[src/rtl/fir_sample_ctrl.sv]
// Scan-session sequencer for the barcode FIR filter: flushes the filter, paces its sample strobe,
// and buffers each filter result in a small first-word-fall-through FIFO for the MCU side.
module fir_sample_ctrl #(
    parameter int CLK_DIV      = 1000,
    parameter int FLUSH_CYCLES = 2,
    parameter int OUT_WIDTH    = 32,
    parameter int FIFO_DEPTH   = 4
) (
    input  logic                 clk,
    input  logic                 reset,
    input  logic                 start,
    input  logic                 stop,
    input  logic                 fir_done,
    input  logic [OUT_WIDTH-1:0] fir_data,
    output logic                 sample,
    output logic                 fir_reset_n,
    output logic                 busy,
    output logic                 out_valid,
    input  logic                 out_ready,
    output logic [OUT_WIDTH-1:0] out_data,
    output logic                 overflow,
    output logic [15:0]          word_count
);

    localparam int AW = $clog2(FIFO_DEPTH);
    localparam int CW = $clog2(CLK_DIV);
    localparam int FW = (FLUSH_CYCLES > 1) ? $clog2(FLUSH_CYCLES) : 1;

    localparam logic [CW-1:0] DIV_LAST   = CW'(CLK_DIV - 1);
    localparam logic [FW-1:0] FLUSH_LAST = FW'(FLUSH_CYCLES - 1);

    localparam logic [1:0] IDLE  = 2'd0;
    localparam logic [1:0] FLUSH = 2'd1;
    localparam logic [1:0] RUN   = 2'd2;
    localparam logic [1:0] DRAIN = 2'd3;

    logic [1:0]           state;
    logic [1:0]           state_next;
    logic [FW-1:0]        flush_cnt;
    logic [CW-1:0]        div_cnt;
    logic [OUT_WIDTH-1:0] mem [FIFO_DEPTH];
    logic [AW:0]          wr_ptr;
    logic [AW:0]          rd_ptr;
    logic                 empty;
    logic                 full;
    logic                 pop;
    logic                 push_req;
    logic                 push;
    logic                 session_start;

    // The extra pointer bit distinguishes a full FIFO from an empty one when the indices match.
    assign empty    = (wr_ptr == rd_ptr);
    assign full     = (wr_ptr[AW] != rd_ptr[AW]) && (wr_ptr[AW-1:0] == rd_ptr[AW-1:0]);
    assign pop      = !empty && out_ready;
    assign push_req = fir_done && ((state == RUN) || (state == DRAIN));
    assign push     = push_req && (!full || pop);

    assign session_start = (state == IDLE) && (state_next == FLUSH);

    always_comb begin
        state_next = state;
        case (state)
            IDLE: begin
                if (start && !stop) state_next = FLUSH;
            end
            FLUSH: begin
                if (stop)                          state_next = DRAIN;
                else if (flush_cnt == FLUSH_LAST)  state_next = RUN;
            end
            RUN: begin
                if (stop) state_next = DRAIN;
            end
            DRAIN: begin
                if (empty) state_next = IDLE;
            end
            default: state_next = IDLE;
        endcase
    end

    always_ff @(posedge clk) begin
        if (!reset) begin
            state       <= IDLE;
            flush_cnt   <= '0;
            div_cnt     <= '0;
            fir_reset_n <= 1'b0;
        end else begin
            state       <= state_next;
            fir_reset_n <= (state_next != FLUSH);

            if ((state == FLUSH) && (state_next == FLUSH)) flush_cnt <= flush_cnt + FW'(1);
            else                                           flush_cnt <= '0;

            // Held at zero outside RUN so every RUN entry begins a fresh sample period.
            if (state == RUN) div_cnt <= (div_cnt == DIV_LAST) ? '0 : div_cnt + CW'(1);
            else              div_cnt <= '0;
        end
    end

    assign sample = (state == RUN) && (div_cnt == DIV_LAST);
    assign busy   = (state != IDLE);

    always_ff @(posedge clk) begin
        if (!reset) begin
            wr_ptr <= '0;
            rd_ptr <= '0;
        end else begin
            if (push) wr_ptr <= wr_ptr + (AW+1)'(1);
            if (pop)  rd_ptr <= rd_ptr + (AW+1)'(1);
        end
    end

    always_ff @(posedge clk) begin
        if (push) mem[wr_ptr[AW-1:0]] <= fir_data;
    end

    assign out_valid = !empty;
    assign out_data  = empty ? '0 : mem[rd_ptr[AW-1:0]];

    always_ff @(posedge clk) begin
        if (!reset) begin
            overflow   <= 1'b0;
            word_count <= '0;
        end else if (session_start) begin
            overflow   <= 1'b0;
            word_count <= '0;
        end else begin
            if (push && (word_count != 16'hFFFF)) word_count <= word_count + 16'd1;
            if (push_req && !push)                overflow   <= 1'b1;
        end
    end

endmodule

[config.mk]
export PLATFORM = sky130hd
export DESIGN_NAME = fir_sample_ctrl
export DESIGN_NICKNAME = d
export VERILOG_FILES = /design/src/rtl/fir_sample_ctrl.sv
export SDC_FILE = /design/constraint.sdc
export NUM_CORES = 1
export LEC_CHECK = 0
export ABC_AREA = 1
export CORE_ASPECT_RATIO = 0.75
export CORE_MARGIN = 2
export CORE_UTILIZATION = 46
export CTS_CLUSTER_DIAMETER = 150
export DETAILED_ROUTE_END_ITERATION = 16
export PLACE_DENSITY_LB_ADDON = 0.05
export SYNTH_ARGS = -nofsm -noshare
export SYNTH_HDL_FRONTEND = slang
export SYNTH_SLANG_ARGS = --single-unit
[constraint.sdc]
create_clock -name clk -period 3.6 [get_ports clk]
set_input_delay 0.54 -clock clk [delete_from_list [all_inputs] [get_ports clk]]
set_output_delay 0.54 -clock clk [all_outputs]
set_load 0.05 [all_outputs]
==> metrics.csv <==
metric,value,unit
hold_buffers,0,
maxCapViolations,0,
sw_frac_of_total,34.7,%
fin_area,8840,um2
critPathRequiredTime,3060,ps
synth-async-reset-ratio,0,%
die_h,112,um
synthFlopType,edfxtp_1,
cp_num_buf_inv,3,
cpLargestDelayFamily,buffers and inverters,
worstSetupEndpointType,output port,
p_leak,3.17,nW
p_int,3.69,mW
drt_pass1_iterations,4,
antennaDiodeCount,0,
fp-row-count,39,
finalCritPeriodShare,90.8,%
endpoint,out_data[11],
r2r_cells,8,
wl_per_cell,14.8,um
grt_max_degree,41,
yosysTopAreaCellShare,53.9,%
wl,14600,um
dieArea,16500,um2
finClkSkew,6.55,ps
vias,5041,
synth_area_leaders,"edfxtp_1 54%, dfxtp_1 11%, nor2_1 7.2%, nand2_1 5.9%, o32ai_1 3.9%",
place_hpwl,9070,um
syn_area_per_cell,10.5,um2
clockRootBuffer,clkbuf_16,
vias_per_cell,5.10,
worstPathCellList,buf_4 > o21ai_0 > o32ai_1 > nand2_1 > inv_1 > clkdlybuf4s50_1,
final_antenna_net_count,0,
max_stage_delay,790,ps
synth_seq_cells,167,
seq_area_frac_synth,64.9,%
pin_count,91,
utilization,58.2,%
clockBufferDepth,2,
fmax,0.306,GHz
yosysTopAreaCell,edfxtp_1,
synth_area,7130,um2
routabilityCongestion,0.786,
reg2reg_from,wr_ptr[1],
grtUsageTotal,18.5,%
place_area,8260,um2
cts_inserted_buffers,17,
clk_latency,420,ps
ys_types,34,
ir_drop,338,uV
post-place-cells,956,
report.final.slew_viol_count,0,
numClockSinks,167,
drive_gt1_share,10.5,%
pwr-share-comb,30.0,%
drt_iter0_drc,296,
post_cts_resized,0,
finalSetupTns,0,ps
rrSetupSlack,1580,ps
synth_edf_count,128,
core_area,15200,um2
worst_pin_slew,809,ps
path_clk_slew,60,ps
cts_tree,yes,
finalNonFillerCells,988,
p_sw,1.97,mW
finalHoldViolations,0,
cp_slowest_cell,clkdlybuf4s50_1,
start_util,47.0,%
critPathKind,reg -> out,
status,"complete, no violations",
slew_headroom,45.9,%
cts_setup_buffers,0,
startpoint_type,flip-flop,
ys.warnings.count,0,
power_density,640,nW/um2
path_depth,6,
antenna_found_initial,0,
seqPwrFrac,39.0,%
synthCells,680,
final_nets,815,
fillCellCount,1249,
p_total,5.66,mW
synthTopCellsByCount,"136 x nor2_1, 128 x edfxtp_1, 112 x nand2_1",
grt_pass1_wl,23900,um
grt_pass1_vias,4873,
area_growth,24.0,%
synth_most_common_cell,nor2_1,
arrival,2730,ps
clockPowerShare,31.0,%
port-buffer-count,90,
synth_nets,725,
setup_viol,0,
gr-total-overflow,0,
rsz0062_at_grt,no,
htree_levels,4,
period_minus_slack,3270,ps
drc,0,
hp-class,reg -> reg,
crit_fanout,34,
fp.dieW,148,um
-- worst min path at each step --
stage,startpoint,endpoint,slack (ps),depth (start not counted)
finish,overflow,overflow,480,2
CTS,overflow,overflow,480,2
floorplan,div_cnt[0],div_cnt[0],430,1
detailed placement,overflow,overflow,470,2
global placement,div_cnt[0],div_cnt[0],450,1
global route,overflow,overflow,500,2
-- metal layers --
metal	up-vias	track usage (%)	wire length [um]
met4	0	6.47	214
met1	2402	24.6	6610
met5	-	0	0
li1	2504	-	-
met3	16	4.39	852
met2	119	30.0	6910
-- area by class of cell --
| class | instances | area (um2) | share of cell area [%] |
|---|---|---|---|
| Multi-Input combinational cell | 415 | 2130 | 24.1 |
| Inverter | 70 | 268 | 3.03 |
| Clock buffer | 17 | 425 | 4.81 |
| Tap cell | 205 | 256 | 2.90 |
| Sequential cell | 167 | 4630 | 52.3 |
| Timing Repair Buffer | 99 | 983 | 11.1 |
| Clock inverter | 15 | 153 | 1.73 |
-- flip-flops by register name, summed over array words and instances, names as in the netlist, named ones only --
signal       flops
mem            128
word_count      16
state            2
div_cnt         10
rd_ptr           3
flush_cnt        1
overflow         1
wr_ptr           3
fir_reset_n      1
-- power groups by stage --
stage	combinational, mW	sequential [mW]	clock [mW]
6_report	1.70	2.21	1.75
5_1_grt	1.83	2.22	1.88
4_1_cts	1.72	2.21	1.79
3_5_place_dp	1.71	2.25	0
3_3_place_gp	1.70	2.25	0
2_1_floorplan	1.21	2.20	0
-- cell usage in the layout (no fill, tap or decap), types with 3 or more instances in the layout --
cell,Yosys,routed
nand2_1,112,112
clkdlybuf4s50_1,0,86
a21oi_1,16,16
a21oi_2,8,8
nand2_2,5,5
inv_1,62,62
xor2_1,5,5
nor2_4,2,6
ha_1,7,7
o32ai_1,32,32
xnor2_1,5,5
buf_4,0,11
nand2_4,3,3
nand3_1,12,12
nor2_1,136,132
o21ai_0,41,41
edfxtp_1,128,128
clkbuf_16,0,17
nor2_2,4,4
nor3_1,4,4
inv_2,6,6
nand4_1,15,15
clkinvlp_4,0,7
dfxtp_1,39,37
-- worst reg2reg max path, delay by kind of cell (launching register included) --
family / cells / cell delay, ps
AOI/OAI and AO/OA: 2 / 330
buffers and inverters: 1 / 80
DFF: 1 / 400
and+or+nand+nor: 5 / 1130
-- through the flow --
stage / hold WS, ps / worst slack, ps
2_1_floorplan: 430 / 885
3_3_place_gp: 445 / 810
3_5_place_dp: 468 / 763
4_1_cts: 479 / 280
5_1_grt: 499 / 145
6_report: 475 / 331
-- cell families after synthesis --
group                      share of synthesized area, %
DFF                                                64.9
AOI/OAI and AO/OA                                  9.20
and+or+nand+nor                                    17.8
buffers and inverters                              5.69
adders and majority gates                          1.23
xor gates and xnor gates                           1.23
No activity file was read; power rests on OpenSTA's default activity.
==> RTL change 1: new RTL, config.mk and constraints unchanged <==
`FIFO_DEPTH`: 4 -> 2.
--- a/src/rtl/fir_sample_ctrl.sv
+++ b/src/rtl/fir_sample_ctrl.sv
@@ -4,7 +4,7 @@
     parameter int CLK_DIV      = 1000,
     parameter int FLUSH_CYCLES = 2,
     parameter int OUT_WIDTH    = 32,
-    parameter int FIFO_DEPTH   = 4
+    parameter int FIFO_DEPTH   = 2
 ) (
     input  logic                 clk,
     input  logic                 reset,
Formal check against the unedited RTL: not equivalent (a bounded check fails within 10 cycles, from zero or initial values and one cycle with reset low).
==> RTL change 1 against the original RTL <==
Routed wire length decreased by 37%; power decreased by 53%; area after synthesis decreased by 40%; sequential share of layout area decreased by 4.5 points; cell area decreased by 37%; sequential cell count decreased by 67; global-route usage increased by 0.17 points; critical endpoint is now out_data[15]; utilization increased by 2.8 points; setup slack improved by 0.48 ns; clock skew about the same.
==> RTL change 1: results (changes against the original RTL) <==
Run status
  – Status: finished, final reports clean

Synth
  – Syn_nets: 500 (-31%)
  – Sequential share of the synthesized area: 61.7% (-3.2 points)
  – Leading post-synthesis cells by cell area: edfxtp_1, dfxtp_1, nand2_1
  – Synthesized instance count: 460 (-32%)
  – Adder-cell area share of the yosys netlist: 0.585% (-0.64 points)
  – Yosys cell types: 26 (-24%)
  – Compound-Gate Fraction of Synth Area: 8.18% (-1.0 points)
  – Number of synthesized flops with an enable pin: 64 (-50%)
  – Most frequent cells after synthesis: nand2_1, edfxtp_1, a21oi_1
  – Xor-xnor portion of the synthesized cell area: 1.84% (+0.61 points)

Global routing
  – GR Layer Usage met1: 27.3% (+2.7 points)
  – First-pass GRT wire length: 14.5 mm (-40%)
  – Vias in the first global route: 3027 (-38%)
  – M3 GR Usage: 5.40% (+1.0 points)
  – Global-route usage over all layers: 18.7% (+0.17 points)
  – Largest net degree at the start of global routing: 34 (-17%)
  – GR met2 Demand/Resource: 27.1% (-2.9 points)

Drt
  – WL met3: 683 um (-20%)
  – Number of DRC markers in iteration 0: 196 (-34%)
  – Via count: 3404 (-32%)
  – WL met1: 4.40 mm (-33%)
  – Drt first pass iters: 5 (+1)
  – Vias per cell: 4.96 (-2.7%)
  – Routed WL: 9.23 mm (-37%)
  – Met2 Routed Length: 4.02 mm (-42%)

Clock tree
  – Worst skew pair latency: 0.34 ns (-0.08 ns)
  – Total CTS buffers: 9 (-8)
  – # H-tree levels: 3 (-1)

Critical path
  – Slowest stage delay, CP: 0.62 ns (-0.17 ns)
  – CP Max Fanout: 26 (-24%)
  – CP max-delay cell: inv_1

Pwr
  – Maximum vdd drop: 0.319 mV (-5.6%)
  – Total leakage power: 1.99 nW (-37%)
  – Net Switching: 0.762 mW (-61%)
  – Combinational group power: 0.456 mW (-73%)
  – Clk pwr share: 34.7% (+3.7 points)

Final layout
  – Max reg flops: 64 (-50%)
  – FILL cells: 784 (-37%)
  – Share of layout cells above drive strength 1: 13.4% (+3.0 points)
  – Nets: 593 (-27%)

Timing
  – Rel. slew slack: 43.2% (-2.6 points)
  – Skew final: 0.00671 ns (+0.000158 ns)

Placed design
  – Placed insts: 670 (-30%)
  – HPWL after DPL: 6.31 mm (-30%)
  – Gp weighted congestion: 0.855 (+8.8%)
[RTL change 1: cell type report]
type,instances,area share [%]
Multi-Input combinational cell,314,26.3
Inverter,33,2.24
Clock inverter,6,1.04
Tap cell,128,2.90
Sequential cell,100,47.8
Timing Repair Buffer,95,15.5
Clock buffer,10,4.14
[RTL change 1: stage by stage]
step	utilization, %	hold slack [ns]	setup WS (ns)	power (mW)	instance area (um^2)
after floorplan	-	0.418	0.965	1.58	4280
after global placement	57.9	0.429	1.09	1.74	5240
after detailed placement	57.9	0.443	1.03	1.75	5240
after CTS	61.1	0.458	0.746	2.66	5530
after global routing	61.1	0.492	0.590	2.74	5530
final	61.1	0.455	0.807	2.63	5530
[RTL change 1: worst paths after layout]
check / from / end / slack [ns] / depth (start not counted)
setup / recovery: wr_ptr[0] / out_data[15] / 0.81 / 7
hold reg to reg: div_cnt[0] / div_cnt[0] / 0.45 / 1
hold / removal: div_cnt[0] / div_cnt[0] / 0.45 / 1
setup reg to reg: wr_ptr[0] / mem[1][26] / 1.58 / 7
==> RTL change 2: new RTL, config.mk and constraints unchanged <==
Without the edit above. Put one more register stage on the output `word_count`, cleared by the reset. The value now appears one clock later. The other outputs are not delayed to match.
--- a/src/rtl/fir_sample_ctrl.sv
+++ b/src/rtl/fir_sample_ctrl.sv
@@ -33,6 +33,8 @@
     localparam logic [1:0] FLUSH = 2'd1;
     localparam logic [1:0] RUN   = 2'd2;
     localparam logic [1:0] DRAIN = 2'd3;
+
+    logic [15:0] word_count_s0;
 
     logic [1:0]           state;
     logic [1:0]           state_next;
@@ -119,13 +121,21 @@
     always_ff @(posedge clk) begin
         if (!reset) begin
             overflow   <= 1'b0;
-            word_count <= '0;
+            word_count_s0 <= '0;
         end else if (session_start) begin
             overflow   <= 1'b0;
+            word_count_s0 <= '0;
+        end else begin
+            if (push && (word_count_s0 != 16'hFFFF)) word_count_s0 <= word_count_s0 + 16'd1;
+            if (push_req && !push)                overflow   <= 1'b1;
+        end
+    end
+
+    always_ff @(posedge clk) begin
+        if (!reset) begin
             word_count <= '0;
         end else begin
-            if (push && (word_count != 16'hFFFF)) word_count <= word_count + 16'd1;
-            if (push_req && !push)                overflow   <= 1'b1;
+            word_count <= word_count_s0;
         end
     end
 
Check against the original RTL: not equivalent (a bounded check fails within 4 cycles, from zero or initial values and one cycle with reset low).
==> RTL change 2 against the original RTL <==
Register-to-register slack lost 0.22 ns; sequential share of layout area increased by 1.5 points; sequential cell count up 16; synthesized cell count increased by 7.5%; power rose by 2.2%; area after synthesis is 6.6% higher; non-clock buffer count up 2; routed wire length up 7.8%; cell area rose by 3.9%; largest cell class unchanged; setup slack better by 0.44 ns; global-route usage about the same; die area grew 6.4%.
==> RTL change 2: results (changes against the original RTL) <==
Clock tree
  – Root Buffer: clkbuf_16
  – Post-CTS Resized: 0 (unchanged)
  – Postcts setup bufs: 0 (unchanged)

Drt
  – WL met1: 7.71 mm (+17%)
  – Routed WL: 15.7 mm (+7.8%)
  – WL met3: 815 um (-4.3%)
  – Met2 Routed Length: 7.08 mm (+2.4%)
  – Via count: 5219 (+3.5%)
  – Number of DRC markers in iteration 0: 305 (+3.0%)

Global routing
  – Largest net degree at the start of global routing: 65 (+59%)
  – GR Layer Usage met1: 26.5% (+1.9 points)
  – GR met2 Demand/Resource: 27.9% (-2.1 points)
  – M3 GR Usage: 4.98% (+0.59 points)
  – Initial antenna violation count: 0 (unchanged)
  – First-pass GRT wire length: 25.5 mm (+6.3%)
  – Global-route usage over all layers: 18.5% (+0.043 points)
  – Vias in the first global route: 4961 (+1.8%)

Run status
  – Status: finished, final reports clean

Timing
  – Rel. slew slack: 31.5% (-14 points)
  – Skew final: 0.00981 ns (+0.00326 ns)

Pwr
  – Maximum vdd drop: 0.354 mV (+5.0%)
  – Total leakage power: 3.55 nW (+12%)
  – Part of the power in registers: 40.6% (+1.6 points)
  – Comb pwr share: 29.7% (-0.3 points)
  – Sw frac: 35.9% (+1.1 points)

Synth
  – Most frequent cells after synthesis: nor2_1, edfxtp_1, nand2_1
  – Yosys cell types: 35 (+2.9%)
  – Leading post-synthesis cells by cell area: edfxtp_1, dfxtp_1, nor2_1
  – Syn_nets: 776 (+7.0%)
  – Sequential share of the synthesized area: 65.1% (+0.21 points)

Placed design
  – Number of port buffers: 90 (unchanged)
  – Placed standard-cell area: 8630 um^2 (+4.5%)
  – Gp weighted congestion: 0.838 (+6.5%)
  – HPWL after DPL: 10.1 mm (+11%)

Final layout
  – Nets: 865 (+6.1%)
  – Share of layout cells above drive strength 1: 13.8% (+3.3 points)

Critical path
  – Arr. time, crit path: 2.29 ns (-0.44 ns)
  – CP Max Fanout: 56 (+65%)

Hold path
  – WHS Path Cells: 1 (-1)
  – Hold Path Class: flip-flop to flip-flop
==> RTL change 2: cell count changes after synthesis, moves of 4 or more <==
cell | before | now
nand2_1 | 112 | 122
nand2_2 | 5 | 13
buf_2 | 11 | 7
dfxtp_1 | 39 | 55
clkbuf_1 | 14 | 19
inv_1 | 62 | 81
==> RTL change 2: stage by stage <==
stage	setup slack [ns]	hold slack, ns	cells	power (mW)
detailed placement	0.843	0.451	1011	4.13
finish	0.775	0.462	1043	5.78
floorplan	0.865	0.430	731	3.60
CTS	0.729	0.467	1043	5.84
global placement	0.891	0.440	1011	4.12
global route	0.549	0.499	1043	6.05
==> RTL change 2: worst paths after layout <==
path              start          end  slack, ns
max           flip-flop  out_data[3]       0.77
min          div_cnt[0]   div_cnt[0]       0.46
max reg2reg   wr_ptr[0]   mem[0][11]       1.36
min reg2reg  div_cnt[0]   div_cnt[0]       0.46
==> RTL change 2: worst max-delay path: stages (launching register included) <==
cell,delay (ns)
dfxtp_2,0.32
inv_2,0.73
buf_4,0.28
nor2_1,0.05
o32ai_1,0.13
nand2_1,0.08
inv_1,0.07
buf_4,0.19
==> RTL change 2: cell families (layout without fill, tap and decap cells) <==
group,Yosys count,in the layout,synth area share [%]
AOI/OAI and AO/OA,100,100,8.71
xor gates and xnor gates,10,10,1.15
adders and majority gates,7,7,1.15
buffers and inverters,118,220,6.46
DFF,183,183,65.1
and+or+nand+nor,313,313,17.4
==> RTL change 2: layout make-up <==
cell class	instances	area [um^2]
inverters	87	330
flip-flops and latches	183	4950
repair buffers	101	903
clock buffers	18	429
well taps	210	263
multi-input cells	430	2190
clock inverters	14	121
fillers	1375	6880
